==> src/rtl/vblank_update_sched_pkg.sv <==
// Shared constants and types for the vblank update scheduler slice.
package vblank_update_sched_pkg;

  localparam int unsigned PROJECTILE_COUNT = 1;
  localparam int unsigned N_UPD_CLIENTS    = 2 + PROJECTILE_COUNT;
  localparam int unsigned CLIENT_PLAYER    = 0;
  localparam int unsigned CLIENT_BOSS      = 1;
  localparam int unsigned CLIENT_PROJ0     = 2;
  localparam int unsigned UPD_TIMEOUT      = 4096;

  typedef enum logic [2:0] {IDLE, SELECT, START, WAIT, FINISH} sched_state_t;

  function automatic int unsigned clog2_min1(input int unsigned v);
    return (v > 1) ? $clog2(v) : 1;
  endfunction

endpackage

==> src/rtl/vblank_update_sched_if.sv <==
// Scheduler-side bus: timing input, client handshake and status outputs.
interface vblank_update_sched_if import vblank_update_sched_pkg::*; #(
  parameter int unsigned N_CLIENTS = N_UPD_CLIENTS,
  parameter int unsigned IDW       = clog2_min1(N_CLIENTS)
);
  logic                 vblnk;
  logic [N_CLIENTS-1:0] client_en;
  logic [N_CLIENTS-1:0] upd_done;
  logic                 ovr_clr;
  logic [N_CLIENTS-1:0] upd_start;
  logic [IDW-1:0]       active_id;
  logic                 busy;
  logic                 frame_done;
  logic                 overrun;
  logic [15:0]          frame_cnt;

  modport slave (
    input  vblnk, client_en, upd_done, ovr_clr,
    output upd_start, active_id, busy, frame_done, overrun, frame_cnt
  );

  modport master (
    output vblnk, client_en, upd_done, ovr_clr,
    input  upd_start, active_id, busy, frame_done, overrun, frame_cnt
  );
endinterface

==> src/rtl/vblank_update_sched.sv <==
// Runs object update clients one at a time during vertical blanking and
// flags frames whose updates timed out or were cut off by active video.
module vblank_update_sched import vblank_update_sched_pkg::*; #(
  parameter int unsigned N_CLIENTS = N_UPD_CLIENTS,
  parameter int unsigned TIMEOUT   = UPD_TIMEOUT,
  parameter int unsigned IDW       = clog2_min1(N_CLIENTS)
) (
  input logic                  clk,
  input logic                  rst,
  vblank_update_sched_if.slave bus
);

  localparam int unsigned IXW = $clog2(N_CLIENTS + 1);
  localparam int unsigned TW  = clog2_min1(TIMEOUT);

  sched_state_t   state_q, state_d;
  logic [IXW-1:0] idx_q, idx_d;
  logic [TW-1:0]  timer_q, timer_d;
  logic           vblnk_q;
  logic           overrun_q, overrun_d;
  logic [15:0]    frame_cnt_q, frame_cnt_d;
  logic           en_sel, done_sel;

  always_ff @(posedge clk) begin
    if (rst) begin
      state_q     <= IDLE;
      idx_q       <= '0;
      timer_q     <= '0;
      vblnk_q     <= 1'b1;
      overrun_q   <= 1'b0;
      frame_cnt_q <= '0;
    end else begin
      state_q     <= state_d;
      idx_q       <= idx_d;
      timer_q     <= timer_d;
      vblnk_q     <= bus.vblnk;
      overrun_q   <= overrun_d;
      frame_cnt_q <= frame_cnt_d;
    end
  end

  // idx may equal N_CLIENTS, so the per-client bits are picked by compare
  always_comb begin
    en_sel   = 1'b0;
    done_sel = 1'b0;
    for (int unsigned i = 0; i < N_CLIENTS; i++) begin
      if (idx_q == IXW'(i)) begin
        en_sel   = bus.client_en[i];
        done_sel = bus.upd_done[i];
      end
    end
  end

  always_comb begin
    state_d     = state_q;
    idx_d       = idx_q;
    timer_d     = timer_q;
    frame_cnt_d = frame_cnt_q;
    overrun_d   = bus.ovr_clr ? 1'b0 : overrun_q;
    unique case (state_q)
      IDLE: begin
        if (bus.vblnk && !vblnk_q) begin
          state_d = SELECT;
          idx_d   = '0;
        end
      end
      SELECT: begin
        if (!bus.vblnk) begin
          state_d   = IDLE;
          overrun_d = 1'b1;
        end else if (idx_q == IXW'(N_CLIENTS)) begin
          state_d = FINISH;
        end else if (en_sel) begin
          state_d = START;
        end else begin
          idx_d = idx_q + IXW'(1);
        end
      end
      START: begin
        if (!bus.vblnk) begin
          state_d   = IDLE;
          overrun_d = 1'b1;
        end else begin
          timer_d = '0;
          state_d = WAIT;
        end
      end
      WAIT: begin
        if (!bus.vblnk) begin
          state_d   = IDLE;
          overrun_d = 1'b1;
        end else if (done_sel) begin
          idx_d   = idx_q + IXW'(1);
          state_d = SELECT;
        end else if (timer_q == TW'(TIMEOUT - 1)) begin
          overrun_d = 1'b1;
          idx_d     = idx_q + IXW'(1);
          state_d   = SELECT;
        end else begin
          timer_d = timer_q + TW'(1);
        end
      end
      FINISH: begin
        frame_cnt_d = frame_cnt_q + 16'd1;
        state_d     = IDLE;
      end
      default: state_d = IDLE;
    endcase
  end

  // Start pulse is decoded from START, which is only entered while vblnk held
  always_comb begin
    bus.upd_start = '0;
    for (int unsigned i = 0; i < N_CLIENTS; i++) begin
      bus.upd_start[i] = (state_q == START) && (idx_q == IXW'(i));
    end
  end

  assign bus.active_id  = (state_q == START || state_q == WAIT) ? IDW'(idx_q) : '0;
  assign bus.busy       = (state_q != IDLE);
  assign bus.frame_done = (state_q == FINISH);
  assign bus.overrun    = overrun_q;
  assign bus.frame_cnt  = frame_cnt_q;

endmodule

==> src/flat_wrapper.sv <==
// flat-port wrapper written by rule: the top's interface ports become plain ports
module vblank_update_sched_flat import vblank_update_sched_pkg::*;
#(
  parameter int unsigned N_CLIENTS = N_UPD_CLIENTS,
  parameter int unsigned TIMEOUT   = UPD_TIMEOUT,
  parameter int unsigned IDW       = clog2_min1(N_CLIENTS)
)
  (clk, rst, bus_vblnk, bus_client_en, bus_upd_done, bus_ovr_clr, bus_upd_start, bus_active_id, bus_busy, bus_frame_done, bus_overrun, bus_frame_cnt);
  vblank_update_sched_if #(.N_CLIENTS(N_CLIENTS), .IDW(IDW)) bus_i ();
  input logic clk;
  input logic rst;
  input wire logic [$bits(bus_i.vblnk)-1:0] bus_vblnk;
  input wire logic [$bits(bus_i.client_en)-1:0] bus_client_en;
  input wire logic [$bits(bus_i.upd_done)-1:0] bus_upd_done;
  input wire logic [$bits(bus_i.ovr_clr)-1:0] bus_ovr_clr;
  output wire logic [$bits(bus_i.upd_start)-1:0] bus_upd_start;
  output wire logic [$bits(bus_i.active_id)-1:0] bus_active_id;
  output wire logic [$bits(bus_i.busy)-1:0] bus_busy;
  output wire logic [$bits(bus_i.frame_done)-1:0] bus_frame_done;
  output wire logic [$bits(bus_i.overrun)-1:0] bus_overrun;
  output wire logic [$bits(bus_i.frame_cnt)-1:0] bus_frame_cnt;
  assign bus_i.vblnk = bus_vblnk;
  assign bus_i.client_en = bus_client_en;
  assign bus_i.upd_done = bus_upd_done;
  assign bus_i.ovr_clr = bus_ovr_clr;
  assign bus_upd_start = bus_i.upd_start;
  assign bus_active_id = bus_i.active_id;
  assign bus_busy = bus_i.busy;
  assign bus_frame_done = bus_i.frame_done;
  assign bus_overrun = bus_i.overrun;
  assign bus_frame_cnt = bus_i.frame_cnt;
  vblank_update_sched #(.N_CLIENTS(N_CLIENTS), .TIMEOUT(TIMEOUT), .IDW(IDW)) u_core (.clk(clk), .rst(rst), .bus(bus_i));
endmodule
==> config.mk <==
export PLATFORM = sky130hd
export DESIGN_NAME = vblank_update_sched_flat
export DESIGN_NICKNAME = d
export VERILOG_FILES = /design/src/rtl/vblank_update_sched_pkg.sv /design/src/rtl/vblank_update_sched_if.sv /design/src/rtl/vblank_update_sched.sv /design/src/flat_wrapper.sv
export SDC_FILE = /design/constraint.sdc
export NUM_CORES = 1
export LEC_CHECK = 0
export CAP_MARGIN = 10
export CORE_MARGIN = 2
export CORE_UTILIZATION = 58
export CTS_BUF_LIST = sky130_fd_sc_hd__clkbuf_8
export DETAILED_ROUTE_END_ITERATION = 7
export GPL_TIMING_DRIVEN = 0
export PLACE_DENSITY = 0.95
export SKIP_CTS_REPAIR_TIMING = 1
export SLEW_MARGIN = 0
export SYNTH_ARGS = -nofsm -noshare
export SYNTH_HDL_FRONTEND = slang
export SYNTH_SLANG_ARGS = --single-unit
export TNS_END_PERCENT = 20
==> constraint.sdc <==
create_clock -name clk -period 5.09 [get_ports clk]
set_input_delay 1.018 -clock clk [delete_from_list [all_inputs] [get_ports clk]]
set_output_delay 1.018 -clock clk [all_outputs]
set_load 0.03 [all_outputs]
==> run_summary.xml <==
<?xml version="1.0" encoding="UTF-8"?>
<metrics>
  <group name="timing">
    <metric name="report.final.setup_viol" unit="">0</metric>
    <metric name="hold_viol" unit="">0</metric>
    <metric name="maxSlewViolCount" unit="">0</metric>
    <metric name="worstMarginPinSlew" unit="ns">0.6009</metric>
    <metric name="rsz_0062_raised_after_global_routing" unit="">no</metric>
    <metric name="whs" unit="ns">0.4838</metric>
    <metric name="post-route-min-period" unit="ns">3.113</metric>
    <metric name="finClkSkew" unit="ns">0.007133</metric>
    <metric name="timing.setup.tns" unit="ns">0</metric>
    <metric name="max-slew-margin-rel" unit="%">59.70</metric>
    <metric name="max_freq" unit="MHz">321.3</metric>
    <metric name="final_min_period_over_clock_period" unit="%">61.15</metric>
  </group>
  <group name="logic_synthesis">
    <metric name="synth_compound_area_share" unit="%">14.63</metric>
    <metric name="yosys.cell_count.top_type" unit="">dfxtp_1</metric>
    <metric name="synth_top_family_by_area" unit="">simple AND/OR/NAND/NOR gates</metric>
    <metric name="yosys.area.top_type_share" unit="%">37.41</metric>
    <metric name="yosysUniqueCellTypes" unit="">42</metric>
    <metric name="synth_simple_gate_area_share" unit="%">32.26</metric>
    <metric name="sequential_share_of_the_synthesized_area" unit="%">37.41</metric>
    <metric name="post-synth-top-area-cell" unit="">dfxtp_1</metric>
    <metric name="synthCells" unit="">232</metric>
    <metric name="syn-num-nets" unit="">248</metric>
    <metric name="muxShareOfSynthArea" unit="%">2.739</metric>
    <metric name="synthAdderAreaFrac" unit="%">4.008</metric>
    <metric name="synthesis.area" unit="um^2">1873</metric>
    <metric name="yosys.area_share.xor_xnor" unit="%">5.144</metric>
    <metric name="synth_top_cells_by_count" unit="">dfxtp_1, nor2_1, nand2_1, a21oi_1, and2_1</metric>
    <metric name="synth_edf_count" unit="">0</metric>
    <metric name="synth-main-ff-cell" unit="">dfxtp_1</metric>
    <metric name="yosys-top-cells-area" unit="">dfxtp_1, nor2_1, a21oi_1</metric>
    <metric name="yosysWarningCount" unit="">0</metric>
    <metric name="ys_ff_latch" unit="">35</metric>
    <metric name="syn_area_per_cell" unit="um^2">8.073</metric>
    <metric name="synth_async_sr_flop_share" unit="%">0</metric>
  </group>
  <group name="global_route">
    <metric name="grt_start_max_net_pins" unit="">13</metric>
    <metric name="globalRoute.totalOverflow" unit="">0</metric>
    <metric name="antenna_found_initial" unit="">0</metric>
    <metric name="grt_first_pass_wirelength" unit="mm">6.837</metric>
    <metric name="grt_pass1_vias" unit="">1615</metric>
    <metric name="grt_use_total" unit="%">24.92</metric>
  </group>
  <group name="die">
    <metric name="io_pins" unit="">34</metric>
    <metric name="dieWidth" unit="um">60.83</metric>
    <metric name="fp.dieH" unit="um">60.83</metric>
    <metric name="floorplan.initialDensity" unit="%">61.35</metric>
    <metric name="placementRows" unit="">20</metric>
    <metric name="core_area" unit="um^2">3053</metric>
    <metric name="floorplan.die_area" unit="um^2">3700</metric>
  </group>
  <group name="layout">
    <metric name="drive_above_1_share" unit="%">8.059</metric>
    <metric name="insertedDiodeCount" unit="">0</metric>
    <metric name="num-nets-final" unit="">288</metric>
    <metric name="num-fill-cells" unit="">221</metric>
    <metric name="layout_area_overhead" unit="%">26.59</metric>
    <metric name="fin_area" unit="um^2">2371</metric>
  </group>
  <group name="min_path">
    <metric name="worst_hold_path.num_cells" unit="">2</metric>
    <metric name="min_path_type" unit="">reg2reg</metric>
  </group>
  <group name="flow_run">
    <metric name="max_cap_violations" unit="">0</metric>
  </group>
  <group name="setup_path">
    <metric name="arrival_time_of_the_worst_setup_path" unit="ns">2.09</metric>
    <metric name="slowest_delay" unit="ns">0.66</metric>
    <metric name="critical_path_startpoint" unit="">u_core.state_q[0]$_SDFFE_PP0P_</metric>
    <metric name="worst-path-max-fanout" unit="">8</metric>
    <metric name="rrSetupSlack" unit="ns">2.99</metric>
    <metric name="critical-path-slowest-cell" unit="">clkdlybuf4s50_1</metric>
    <metric name="critical_path.reg2reg.startpoint" unit="">u_core.idx_q[1]$_SDFFE_PP0P_</metric>
    <metric name="critical_path.startpoint_type" unit="">flip-flop</metric>
    <metric name="worst_setup_path_endpoint" unit="">bus_upd_start[1]</metric>
    <metric name="worst_r2r_endpoint" unit="">u_core.idx_q[1]$_SDFFE_PP0P_</metric>
    <metric name="end_kind" unit="">output pin</metric>
    <metric name="cell_depth_of_the_worst_flop_to_flop_path" unit="">7</metric>
    <metric name="crit_chain" unit="">clkbuf_1 &gt; nor3b_1 &gt; and2_1 &gt; clkdlybuf4s50_1</metric>
    <metric name="timing.critical_path.required" unit="ns">4.07</metric>
    <metric name="worst-setup-path-type" unit="">reg2out</metric>
  </group>
  <group name="clock_network">
    <metric name="cts-root-to-sink-buffers" unit="">2</metric>
    <metric name="cts.sink_count" unit="">35</metric>
    <metric name="tritoncts" unit="">done</metric>
    <metric name="clkSlewWorstSetupHoldPaths" unit="ns">0.07</metric>
    <metric name="numCtsBuffers" unit="">5</metric>
    <metric name="cts_htree_levels" unit="">2</metric>
    <metric name="cts.root.buffer_cell" unit="">clkbuf_8</metric>
    <metric name="clk-insertion-delay-late" unit="ns">0.29</metric>
  </group>
  <group name="routing">
    <metric name="routed-via-count" unit="">1798</metric>
    <metric name="vias_per_cell" unit="">5.672</metric>
    <metric name="firstDrtPassIters" unit="">4</metric>
    <metric name="drt-initial-drc-count" unit="">150</metric>
    <metric name="detail_route.wirelength" unit="mm">4.148</metric>
    <metric name="post-route-drc-count" unit="">0</metric>
    <metric name="wl_cell" unit="um">13.09</metric>
    <metric name="postRouteAntennaNets" unit="">0</metric>
  </group>
  <group name="power_and_ir_drop">
    <metric name="cell_internal_pwr" unit="mW">0.4330</metric>
    <metric name="cellLeakagePower" unit="nW">0.8150</metric>
    <metric name="max-vdd-ir-drop" unit="mV">0.1654</metric>
    <metric name="power_frac_seq" unit="%">49.9</metric>
    <metric name="power.net_switching" unit="mW">0.1189</metric>
    <metric name="switching_share" unit="%">21.54</metric>
    <metric name="pwr-share-comb" unit="%">5.3</metric>
    <metric name="p_clk_share" unit="%">44.9</metric>
    <metric name="power_density" unit="nW/um^2">232.8</metric>
  </group>
  <group name="run_status">
    <metric name="status" unit="">finished, final reports clean</metric>
  </group>
  <group name="placed_design">
    <metric name="placer_congestion_estimate" unit="">0.8847</metric>
    <metric name="cell_area_after_placement" unit="um^2">2258</metric>
    <metric name="portBuffers" unit="">33</metric>
    <metric name="detailed_place_hpwl" unit="mm">3.078</metric>
  </group>
</metrics>
## power groups by stage
| stage | Clock [mW] | Combinational (mW) | Sequential [mW] |
|---|---|---|---|
| 2_1_floorplan | 0 | 0.0151 | 0.282 |
| 3_3_place_gp | 0 | 0.0275 | 0.281 |
| 3_5_place_dp | 0 | 0.0285 | 0.282 |
| 4_1_cts | 0.251 | 0.0287 | 0.275 |
| 5_1_grt | 0.266 | 0.0315 | 0.275 |
| 6_report | 0.248 | 0.0291 | 0.275 |
## sequential cells by signal (all words and copies together) (netlist names)
name	flops
u_core.vblnk_q	1
u_core.state_q	3
u_core.bus.frame_cnt	16
u_core.bus.overrun	1
u_core.timer_q	12
u_core.idx_q	2
## how the worst min path moves through the flow
stage	start	to	slack (ns)
floorplan	u_core.timer_q[11]$_SDFFE_PP0P_	u_core.timer_q[11]$_SDFFE_PP0P_	0.44
global placement	u_core.timer_q[11]$_SDFFE_PP0P_	u_core.timer_q[11]$_SDFFE_PP0P_	0.45
detailed placement	u_core.timer_q[11]$_SDFFE_PP0P_	u_core.timer_q[11]$_SDFFE_PP0P_	0.46
CTS	u_core.timer_q[11]$_SDFFE_PP0P_	u_core.timer_q[11]$_SDFFE_PP0P_	0.48
global route	u_core.timer_q[11]$_SDFFE_PP0P_	u_core.timer_q[11]$_SDFFE_PP0P_	0.51
finish	u_core.timer_q[11]$_SDFFE_PP0P_	u_core.timer_q[11]$_SDFFE_PP0P_	0.48
## worst max-delay path, delay by kind of cell, from the launching register on
kind                   cells  cell delay, ns
buffers and inverters      2            0.85
AND/OR/NAND/NOR            2            0.64
flip-flops                 1            0.31
## routing by layer
| layer | global-route usage [%] | routed length [um] | up-vias |
|---|---|---|---|
| li1 | - | - | 902 |
| met1 | 30.04 | 1829 | 848 |
| met2 | 42.40 | 2094 | 41 |
| met3 | 6.610 | 175 | 7 |
| met4 | 9.627 | 48 | 0 |
| met5 | 0 | 0 | - |
## cells in the final DEF (no fill, tap or decap), types with 3 or more instances in the layout
| cell | n |
|---|---|
| nor3_1 | 7 |
| nand3_1 | 9 |
| nand2_1 | 20 |
| dfxtp_1 | 35 |
| nor2_1 | 28 |
| xnor2_1 | 8 |
| o31ai_1 | 5 |
| ha_1 | 6 |
| mux2i_1 | 4 |
| or4_1 | 4 |
| o21ai_0 | 10 |
| inv_1 | 8 |
| and4_1 | 3 |
| nand3b_1 | 3 |
| and2_1 | 11 |
| clkbuf_8 | 5 |
| clkdlybuf4s50_1 | 33 |
| a31o_2 | 3 |
| a21oi_1 | 16 |
| clkbuf_1 | 7 |
| nand4_1 | 4 |
| or3_1 | 9 |
| xor2_1 | 3 |
## cell families after synthesis
kind of cell	count (synthesis)
simple gates	113
compound gates	44
flops	35
buf+inv	18
xor+xnor	11
fa+ha+maj	6
mux	5
## metrics by stage
step	power [mW]	util [%]	instances	setup slack, ns
2_1_floorplan	0.2967	-	232	2.896
3_3_place_gp	0.3090	73.98	309	2.257
3_5_place_dp	0.3100	73.98	309	2.247
4_1_cts	0.5552	77.66	317	1.982
5_1_grt	0.5725	77.66	317	1.880
6_report	0.5519	77.66	317	1.977
## final cells by class
type                            instances  area, um^2  share of cell area [%]
Timing Repair Buffer                   33       330.3                   13.93
Tap cell                               44       55.05                   2.322
Buffer                                 10       41.29                   1.741
Sequential cell                        35       700.7                   29.55
Clock buffer                            5       68.82                   2.902
Multi-Input combinational cell        179        1101                   46.44
Inverter                                8       30.03                   1.266
Clock inverter                          3       43.79                   1.847
Note: power is estimated with default switching activity, not from simulation.
